$ cat src/rtl/mdu_iter.sv
`default_nettype none
// ============================================================================
// Module   : mdu_iter
// Brief    : Iterative multiply/divide unit with a fixed-latency multiply and
//            a radix-2 restoring divider. result = {hi, lo}.
// Revision : 1.0 - initial release
// ============================================================================
module mdu_iter #(
    parameter int WIDTH   = 32,
    parameter int MUL_LAT = 2
) (
    input  logic                 clk,
    input  logic                 resetn,
    input  logic [WIDTH-1:0]     src_a,
    input  logic [WIDTH-1:0]     src_b,
    input  logic [1:0]           op,
    input  logic                 start,
    input  logic                 flush,
    output logic                 busy,
    output logic                 valid,
    output logic [2*WIDTH-1:0]   result
);

    localparam int c_cw = $clog2(WIDTH + 1);
    localparam logic [c_cw-1:0] c_mul_cnt = c_cw'(MUL_LAT - 1);
    localparam logic [c_cw-1:0] c_div_cnt = c_cw'(WIDTH);

    localparam logic [1:0] c_idle = 2'd0;
    localparam logic [1:0] c_mul  = 2'd1;
    localparam logic [1:0] c_div  = 2'd2;
    localparam logic [1:0] c_done = 2'd3;

    logic [1:0]          r_state;
    logic                r_busy;
    logic                r_valid;
    logic [2*WIDTH-1:0]  r_result;
    logic [WIDTH-1:0]    r_a;
    logic [WIDTH-1:0]    r_b;
    logic [WIDTH-1:0]    r_rem;
    logic [WIDTH-1:0]    r_quo;
    logic [c_cw-1:0]     r_cnt;
    logic                r_sgn;
    logic                r_zero;
    logic                r_neg_q;
    logic                r_neg_r;

    logic                w_neg_a;
    logic                w_neg_b;
    logic [WIDTH-1:0]    w_abs_a;
    logic [WIDTH-1:0]    w_abs_b;
    logic [2*WIDTH-1:0]  w_ea;
    logic [2*WIDTH-1:0]  w_eb;
    logic [2*WIDTH-1:0]  w_prod;
    logic [WIDTH:0]      w_shift;
    logic [WIDTH:0]      w_diff;

    // Signed ops are the ones with op[0] clear (MULT, DIV).
    assign w_neg_a = ~op[0] & src_a[WIDTH-1];
    assign w_neg_b = ~op[0] & src_b[WIDTH-1];
    assign w_abs_a = w_neg_a ? -src_a : src_a;
    assign w_abs_b = w_neg_b ? -src_b : src_b;

    assign w_ea   = {{WIDTH{r_sgn & r_a[WIDTH-1]}}, r_a};
    assign w_eb   = {{WIDTH{r_sgn & r_b[WIDTH-1]}}, r_b};
    assign w_prod = w_ea * w_eb;

    // Bit WIDTH of the difference is the borrow: set means "does not fit".
    assign w_shift = {r_rem, r_quo[WIDTH-1]};
    assign w_diff  = w_shift - {1'b0, r_b};

    assign busy   = r_busy;
    assign valid  = r_valid;
    assign result = r_result;

    always_ff @(posedge clk or negedge resetn) begin
        if (!resetn) begin
            r_state  <= c_idle;
            r_busy   <= 1'b0;
            r_valid  <= 1'b0;
            r_result <= '0;
            r_a      <= '0;
            r_b      <= '0;
            r_rem    <= '0;
            r_quo    <= '0;
            r_cnt    <= '0;
            r_sgn    <= 1'b0;
            r_zero   <= 1'b0;
            r_neg_q  <= 1'b0;
            r_neg_r  <= 1'b0;
        end else if (flush) begin
            r_state <= c_idle;
            r_busy  <= 1'b0;
            r_valid <= 1'b0;
        end else begin
            case (r_state)
                c_mul: begin
                    if (r_cnt == '0) begin
                        r_state  <= c_done;
                        r_busy   <= 1'b0;
                        r_valid  <= 1'b1;
                        r_result <= w_prod;
                    end else begin
                        r_cnt <= r_cnt - c_cw'(1);
                    end
                end
                c_div: begin
                    if (r_zero) begin
                        r_state  <= c_done;
                        r_busy   <= 1'b0;
                        r_valid  <= 1'b1;
                        r_result <= {r_a, {WIDTH{1'b1}}};
                    end else if (r_cnt != '0) begin
                        r_cnt <= r_cnt - c_cw'(1);
                        if (!w_diff[WIDTH]) begin
                            r_rem <= w_diff[WIDTH-1:0];
                            r_quo <= {r_quo[WIDTH-2:0], 1'b1};
                        end else begin
                            r_rem <= w_shift[WIDTH-1:0];
                            r_quo <= {r_quo[WIDTH-2:0], 1'b0};
                        end
                    end else begin
                        r_state  <= c_done;
                        r_busy   <= 1'b0;
                        r_valid  <= 1'b1;
                        r_result <= {(r_neg_r ? -r_rem : r_rem),
                                     (r_neg_q ? -r_quo : r_quo)};
                    end
                end
                default: begin
                    // IDLE and DONE: both may accept a new operation.
                    r_valid <= 1'b0;
                    r_busy  <= 1'b0;
                    r_state <= c_idle;
                    if (start) begin
                        r_busy <= 1'b1;
                        r_a    <= src_a;
                        r_sgn  <= ~op[0];
                        if (!op[1]) begin
                            r_state <= c_mul;
                            r_b     <= src_b;
                            r_cnt   <= c_mul_cnt;
                        end else begin
                            r_state <= c_div;
                            r_b     <= w_abs_b;
                            r_zero  <= (src_b == '0);
                            r_rem   <= '0;
                            r_quo   <= w_abs_a;
                            r_neg_q <= w_neg_a ^ w_neg_b;
                            r_neg_r <= w_neg_a;
                            r_cnt   <= c_div_cnt;
                        end
                    end
                end
            endcase
        end
    end

endmodule
`default_nettype wire

$ cat config.mk
export PLATFORM = sky130hd
export DESIGN_NAME = mdu_iter
export DESIGN_NICKNAME = d
export VERILOG_FILES = /design/src/rtl/mdu_iter.sv
export SDC_FILE = /design/constraint.sdc
export NUM_CORES = 2
export LEC_CHECK = 0
export CORE_ASPECT_RATIO = 0.6
export CORE_MARGIN = 3
export CORE_UTILIZATION = 55
export CTS_CLUSTER_DIAMETER = 30
export DETAILED_ROUTE_END_ITERATION = 8
export PLACE_DENSITY = 0.75
export SYNTH_ARGS = -nofsm -noshare
export SYNTH_HDL_FRONTEND = slang
export SYNTH_SLANG_ARGS = --single-unit
$ cat constraint.sdc
create_clock -name clk -period 9 [get_ports clk]
set_input_delay 1.35 -clock clk [delete_from_list [all_inputs] [get_ports clk]]
set_output_delay 1.35 -clock clk [all_outputs]
set_load 0.01 [all_outputs]
Word-level counts from Yosys, hierarchy flattened
Index checks and enable logic that the tools add are counted.
{"block": "totals", "latch_bits": 0, "ramBits": 0, "mem_count": 0, "mem_bits_ro": 0, "ff_bits": 206, "output_inout_bits": 66}
{"block": "classes", "n_eq_ne": 9, "n_reduce_logical": 14, "addsub": 6, "bitwise": 9, "n_shift": 0, "multipliers": 1, "magnitude_cmp": 0, "n_mux": 45, "n_div": 0}
{"cell": "32-bit two-way mux", "n": 14}
{"cell": "64-bit two-way mux", "n": 3}
{"cell": "32-bit negation", "n": 4}
{"cell": "32-bit one-hot mux with 2 select lines", "n": 2}
{"cell": "64-bit one-hot mux with 2 select lines", "n": 1}
{"cell": "33-bit by 33-bit multiplier with 64-bit output", "n": 1}
{"cell": "33-bit by 32-bit subtractor with 33-bit output", "n": 1}
{"cell": "32-bit logical NOT", "n": 1}
{"cell": "6-bit two-way mux", "n": 5}
{"cell": "2-bit two-way mux", "n": 6}
{"cell": "6-bit one-hot mux with 2 select lines", "n": 1}
{"cell": "1-bit two-way mux", "n": 10}
{"cell": "2-bit != test, second input constant", "n": 4}
{"cell": "4-bit AND reduction", "n": 2}
{"cell": "6-bit logical NOT", "n": 1}
{"cell": "3-bit != test, second input constant", "n": 2}
{"cell": "6-bit AND reduction", "n": 1}
{"cell": "2-bit nonzero test", "n": 3}
{"cell": "6-bit nonzero test", "n": 1}
{"cell": "6-bit by 1-bit subtractor with 6-bit output, second input constant", "n": 1}
{"cell": "5-bit AND reduction", "n": 1}
{"cell": "1-bit bitwise AND", "n": 4}
{"cell": "4-bit != test, second input constant", "n": 1}
{"cell": "1-bit inverter", "n": 4}
{"cell": "other kinds (9)", "n": 10}

Logic depth before layout (Yosys ltp)
{"block": "logic_depth", "word_depth": 6, "ltp_mapped": 31, "depth_no_buf": 28}

Least setup slack after synthesis
Ideal clock, no wire load.
{"block": "synth_path", "path_kind": "flip-flop to flip-flop", "start": "register r_a[31]", "end": "register r_result[60] (netlist: result[60])", "arrival_time_ns": 8.390, "period_less_slack_ns": 8.514, "setup_ns": 0.124, "path_stages_with_launch": 30, "path_slack_ns": 0.486, "cell_sequence": "dfrtp_1 -> clkbuf_1 -> and2_1 -> clkbuf_1 -> nand2_1 -> inv_1 -> fa_1 -> inv_1 -> fa_1 -> inv_1 -> fa_1 -> fa_1 -> inv_1 -> fa_1 -> inv_1 -> fa_1 -> inv_1 -> fa_1 -> fa_1 -> inv_1 -> ha_1 -> and2_1 -> nand3_1 -> or2_2 -> or3_1 -> a311oi_1 -> a211oi_1 -> a311oi_1 -> o22ai_1 -> a211o_1"}
{"block": "synth_via", "elab_chain_cells": 4}
{"item": "start: declaration", "line_no": "37", "text": "logic [WIDTH-1:0] r_a;"}
{"item": "start signal: assignment", "line_no": "136", "text": "r_a <= src_a;"}
{"item": "1-bit bitwise AND", "line_no": "63", "text": "assign w_ea = {{WIDTH{r_sgn & r_a[WIDTH-1]}}, r_a};"}
{"item": "33-bit by 33-bit multiplier with 64-bit output (*)", "line_no": "65", "text": "assign w_prod = w_ea * w_eb;"}
{"item": "64-bit two-way mux (*)", "line_no": "97", "text": "if (r_cnt == '0) begin"}
{"item": "64-bit one-hot mux with 2 select lines (*)", "line_no": "95", "text": "case (r_state)"}
{"item": "end signal: assignment", "line_no": "101", "text": "r_result <= w_prod;"}
{"item": "end signal: assignment", "line_no": "111", "text": "r_result <= {r_a, {WIDTH{1'b1}}};"}
{"item": "end signal: assignment", "line_no": "125", "text": "r_result <= {(r_neg_r ? -r_rem : r_rem),"}
{"item": "end: declaration", "line_no": "36", "text": "logic [2*WIDTH-1:0] r_result;"}
Every way passes the cells marked *; elsewhere a longest branch is shown, timed or not. The select of a mux whose other input is x is not followed.
A chain may end at the register's enable or synchronous reset.

Worst setup path in the final report
{"block": "layout_path", "start": "register r_b[5]", "end": "register r_result[61] (netlist: result[61])"}
{"block": "layout_via", "elab_chain_cells": 3}
{"item": "start: declaration", "line_no": "38", "text": "logic [WIDTH-1:0] r_b;"}
{"item": "start signal: assignment", "line_no": "140", "text": "r_b <= src_b;"}
{"item": "start signal: assignment", "line_no": "144", "text": "r_b <= w_abs_b;"}
{"item": "33-bit by 33-bit multiplier with 64-bit output", "line_no": "65"}
{"item": "64-bit two-way mux", "line_no": "97"}
{"item": "64-bit one-hot mux with 2 select lines", "line_no": "95"}
No other way between the ends. The select of a mux whose other input is x is not followed.

==> results.md <==
- The effective utilization at floorplan is 0.557.
- The final cycle utilization of the critical path is 0.978.
- The initial antenna violation count is 10.
- The first global-routing pass estimated 251 mm of wire.
- The area of the core region is 92200 sq um.
- The ratio of routed vias to standard cells is 5.78.
- The count of H-tree levels built during CTS is 2.
- Among all flip-flop cells after synthesis, the most frequent one is sky130_fd_sc_hd__dfrtp_1.
- The clock-pin slew reported for the worst setup and hold paths after clock tree synthesis is 0.06 ns.
- The number of hold-slack violations in the final timing report is 0.
- The placement-stage worst setup slack is -0.269 ns.
- After the last flow step, the layout net total stands at 7262.
- The number of global-route vias before repair is 42.5k.
- The cell seen most often among critical-path stages is sky130_fd_sc_hd__fa_1.
- The area taken by flip-flops and latches is 5180 sq um.
- The proportion of synthesized chip area in sequential cells is 0.100.
- For this run, asynchronously set or reset flops after synthesis account for 1.00.
- The top cell type by total area after synthesis is sky130_fd_sc_hd__fa_1.
- At the worst endpoint, the required time is 9.39 ns.
- The routed length on met2 is 64.7 mm.
- The number of violations reported at the end of detailed-routing iteration 0 is 4354.
- The TritonCTS clock tree is yes.
- The final setup violation count is 0.
- STA puts the critical path data arrival time at 9.20 ns.
- In this run the vertical extent of the chip is 243 um.
- The final critical-path required period is 8.80 ns.
- The synthesized area per cell is 8.81 sq um.
- The synthesis-stage register bit count is 206.
- Summing all multi-input logic gate instances after layout gives 40400 sq um.
- The final instance area is 55700 sq um.
- Setup repair after global routing left no endpoint under its margin.
- The cell at the slowest stage of the critical path is sky130_fd_sc_hd__a2111oi_1.
- The number of buffers on the longest clock path is 3.
- The total number of clock tree sinks is 206.
- The number of detailed-routing iterations run before antenna repair is 9.
- The total overflow left after global routing is 0.
- TritonCTS created 34 clock buffers.
- The delay of the slowest cell on the worst path is 0.69 ns.
- The floorplan step defined a die boundary enclosing 97200 sq um.
- The total length of routed met3 wires is 21.5 mm.
- For the pin with the worst max-slew slack, the measured transition is 1.25 ns.
- The all-layer global routing usage is 0.334.
- The net count of the mapped netlist is 7279.
- The cell area after synthesis is 51400 sq um.
- Sorting the synthesized cells by area gives the leading types as sky130_fd_sc_hd__fa_1 44%, sky130_fd_sc_hd__dfrtp_1 10%, sky130_fd_sc_hd__inv_1 8.7%, sky130_fd_sc_hd__nand2_1 7.2%, sky130_fd_sc_hd__ha_1 6.1%.
- The root buffer cell is sky130_fd_sc_hd__clkbuf_16.
- The routed length per instance is 22.3 um.
- After filler insertion, the fill cell instance count of the layout stands at 7747.
- After legalization and detailed placement, the total HPWL measured 128 mm.
- Of all nets on the critical path, the largest fanout is 18.
- The x dimension of the die is 401 um.
- Adding up every negative setup slack in the final design gives 0 ns.
- For this run, design rule violations remaining after detail routing come to 0.
- The number of I/O pins is 136.
- In this run the core area contains 86 standard-cell rows.
- The total of hold buffers inserted after clock tree synthesis is 0.
- In this run the tool buffered the top-level ports with 135 buffer cells.
- The count of distinct cell types in the synthesized netlist is 69.
- The highest metal layer carrying signal wires in the routed design is met5.
- The worst slew slack as a fraction of its limit is 0.166.
- The upper clock frequency limit is 114 MHz.
- The count of nets left with antenna violations once routing finished came out at 0.
- In this run the worst hold path is classified as reg2reg.
- Setup slack on the critical path of the routed design comes to 0.196 ns.
- The synthesized design contains 0 enable-type register cells.
- The type of destination of the critical path is a flip-flop.
- Of the cells placed in the final design, the portion with a size suffix greater than 1 is 0.0567.
- The worst setup path is of the reg2reg kind.
- Across the run, the number of max-cap violations was 0.
- The length of routed wiring on met1 is 66.7 mm.
- The share of synthesized area in the top cell type comes to 0.439.
- After detailed placement, the total cell area comes to 54400 sq um.
- The number of warnings reported in the yosys synthesis log is 0.
- Compared with the post-synthesis result, the final layout area differs by 8.50%.
- The placer's final routability congestion estimate is 0.996.
- The final number of max-transition violations was 0.
- The cell family with the largest share of critical-path delay is adder cells.
- The clock latency reported for the late side of the worst-skew pair is 0.53 ns.
- The detailed router placed 40.9k vias in this run.
- The clock arrives with 0.0197 ns of skew.
- Counting every instance in the synthesized netlist gives 5831.
- The nature of the critical path startpoint is a flip-flop.
- The flow ran to the end, and the final reports show no timing, DRC or antenna violations.
- The final layout contains routed wiring with a total length of 158 mm.
- The count of buffering cells on the critical path with inverters included is 8.
- The largest net degree at the start of global routing is 99.
==> cell usage after synthesis (all sizes together) (4+ instances only) <==
cell type	n
nand3	53
or3b	4
and2	353
o41ai	16
o21a	17
fa	1126
ha	252
o21bai	11
nor2	150
o21ai	229
a21o	58
o211ai	12
or4	13
a31oi	18
mux2i	18
nor3b	5
o221ai	6
inv	1189
o22ai	34
nand2	982
mux2	31
nor2b	9
o311ai	25
nand2b	18
a211oi	19
dfrtp	206
clkbuf	344
xnor2	131
a21oi	186
xor2	83
o31ai	30
nand3b	5
buf	16
or3	21
nor3	44
or2	13
and3	25
nor4	23
a211o	7
a311oi	7
nand4	20
==> what timing repair did <==
action | CTS | global route
cloned | 0 | 0
setup buffers | 0 | 2
gates resized for setup | 1 | 32
endpoints found under the setup margin | 6 | 19
==> cell families (layout without fill, tap and decap cells) <==
logic type,Yosys count,count (layout),synth area share
AOI/OAI and AO/OA,692,692,0.0826
adders and majority gates,1378,1378,0.500
DFF,206,206,0.100
muxes,49,49,0.0103
other,0,8,0
buffers and inverters,1549,1556,0.113
xor gates and xnor gates,214,214,0.0366
and+or+nand+nor,1743,1743,0.156
==> metrics by stage <==
stage               hold slack [ns]   util  cells
finish                        0.484  0.604   7078
global route                  0.516  0.604   7071
CTS                           0.490  0.603   7068
detailed placement            0.477  0.590   7008
global placement              0.463  0.590   7008
floorplan                     0.462      -   5831
==> metal layers <==
| layer | vias up | track usage |
|---|---|---|
| met5 | - | 0 |
| met4 | 6 | 0.0858 |
| met3 | 245 | 0.104 |
| met2 | 2391 | 0.470 |
| met1 | 20708 | 0.500 |
| li1 | 17592 | - |
==> layout by cell type (no fill, tap or decap), drive strengths merged, types with 44 or more instances in the layout <==
master,synthesis,routed
ha,252,252
nor2,150,150
buf,16,172
nor3,44,44
a21oi,186,186
nand2,982,982
xor2,83,83
o21ai,229,229
clkdlybuf4s50,0,134
a21o,58,58
nand3,53,53
dfrtp,206,206
fa,1126,1126
xnor2,131,131
inv,1189,1196
and2,353,353
==> worst paths after layout <==
path,startpoint,to,slack (ns),depth (start not counted)
max,r_b[5],result[61],0.20,28
min,result[5],result[5],0.48,2
max reg2reg,r_b[5],result[61],0.20,28
min reg2reg,result[5],result[5],0.48,2
max in group asynchronous,resetn,r_b[11],6.75,2
min in group asynchronous,resetn,r_cnt[5],0.85,1
==> area by class of cell <==
| class | count | area share |
|---|---|---|
| timing repair buffer | 307 | 0.0514 |
| inverter | 1189 | 0.0802 |
| tap | 1232 | 0.0277 |
| sequential | 206 | 0.0930 |
| multi-input combinational | 4076 | 0.726 |
| clock buffer | 39 | 0.0169 |
| antenna | 8 | 0.000359 |
| clock inverter | 21 | 0.00449 |
==> state kept, by name, indices dropped and copies added, names as in the netlist <==
signal,count
result,64
valid,1
r_neg_q,1
r_b,32
busy,1
r_sgn,1
r_state,2
r_a,32
r_quo,32
r_zero,1
r_rem,32
r_neg_r,1
r_cnt,6
==> worst reg2reg max path, delay by kind of cell (launching register included) <==
kind	cells	cell delay, ns
AOI/OAI and AO/OA	9	2.49
adders and majority gates	9	4.23
buffers and inverters	8	1.13
DFF	1	0.55
and+or+nand+nor	2	0.29
Power is not shown: default switching activity piles up to over one toggle a cycle in this logic, so the estimate is an artifact.
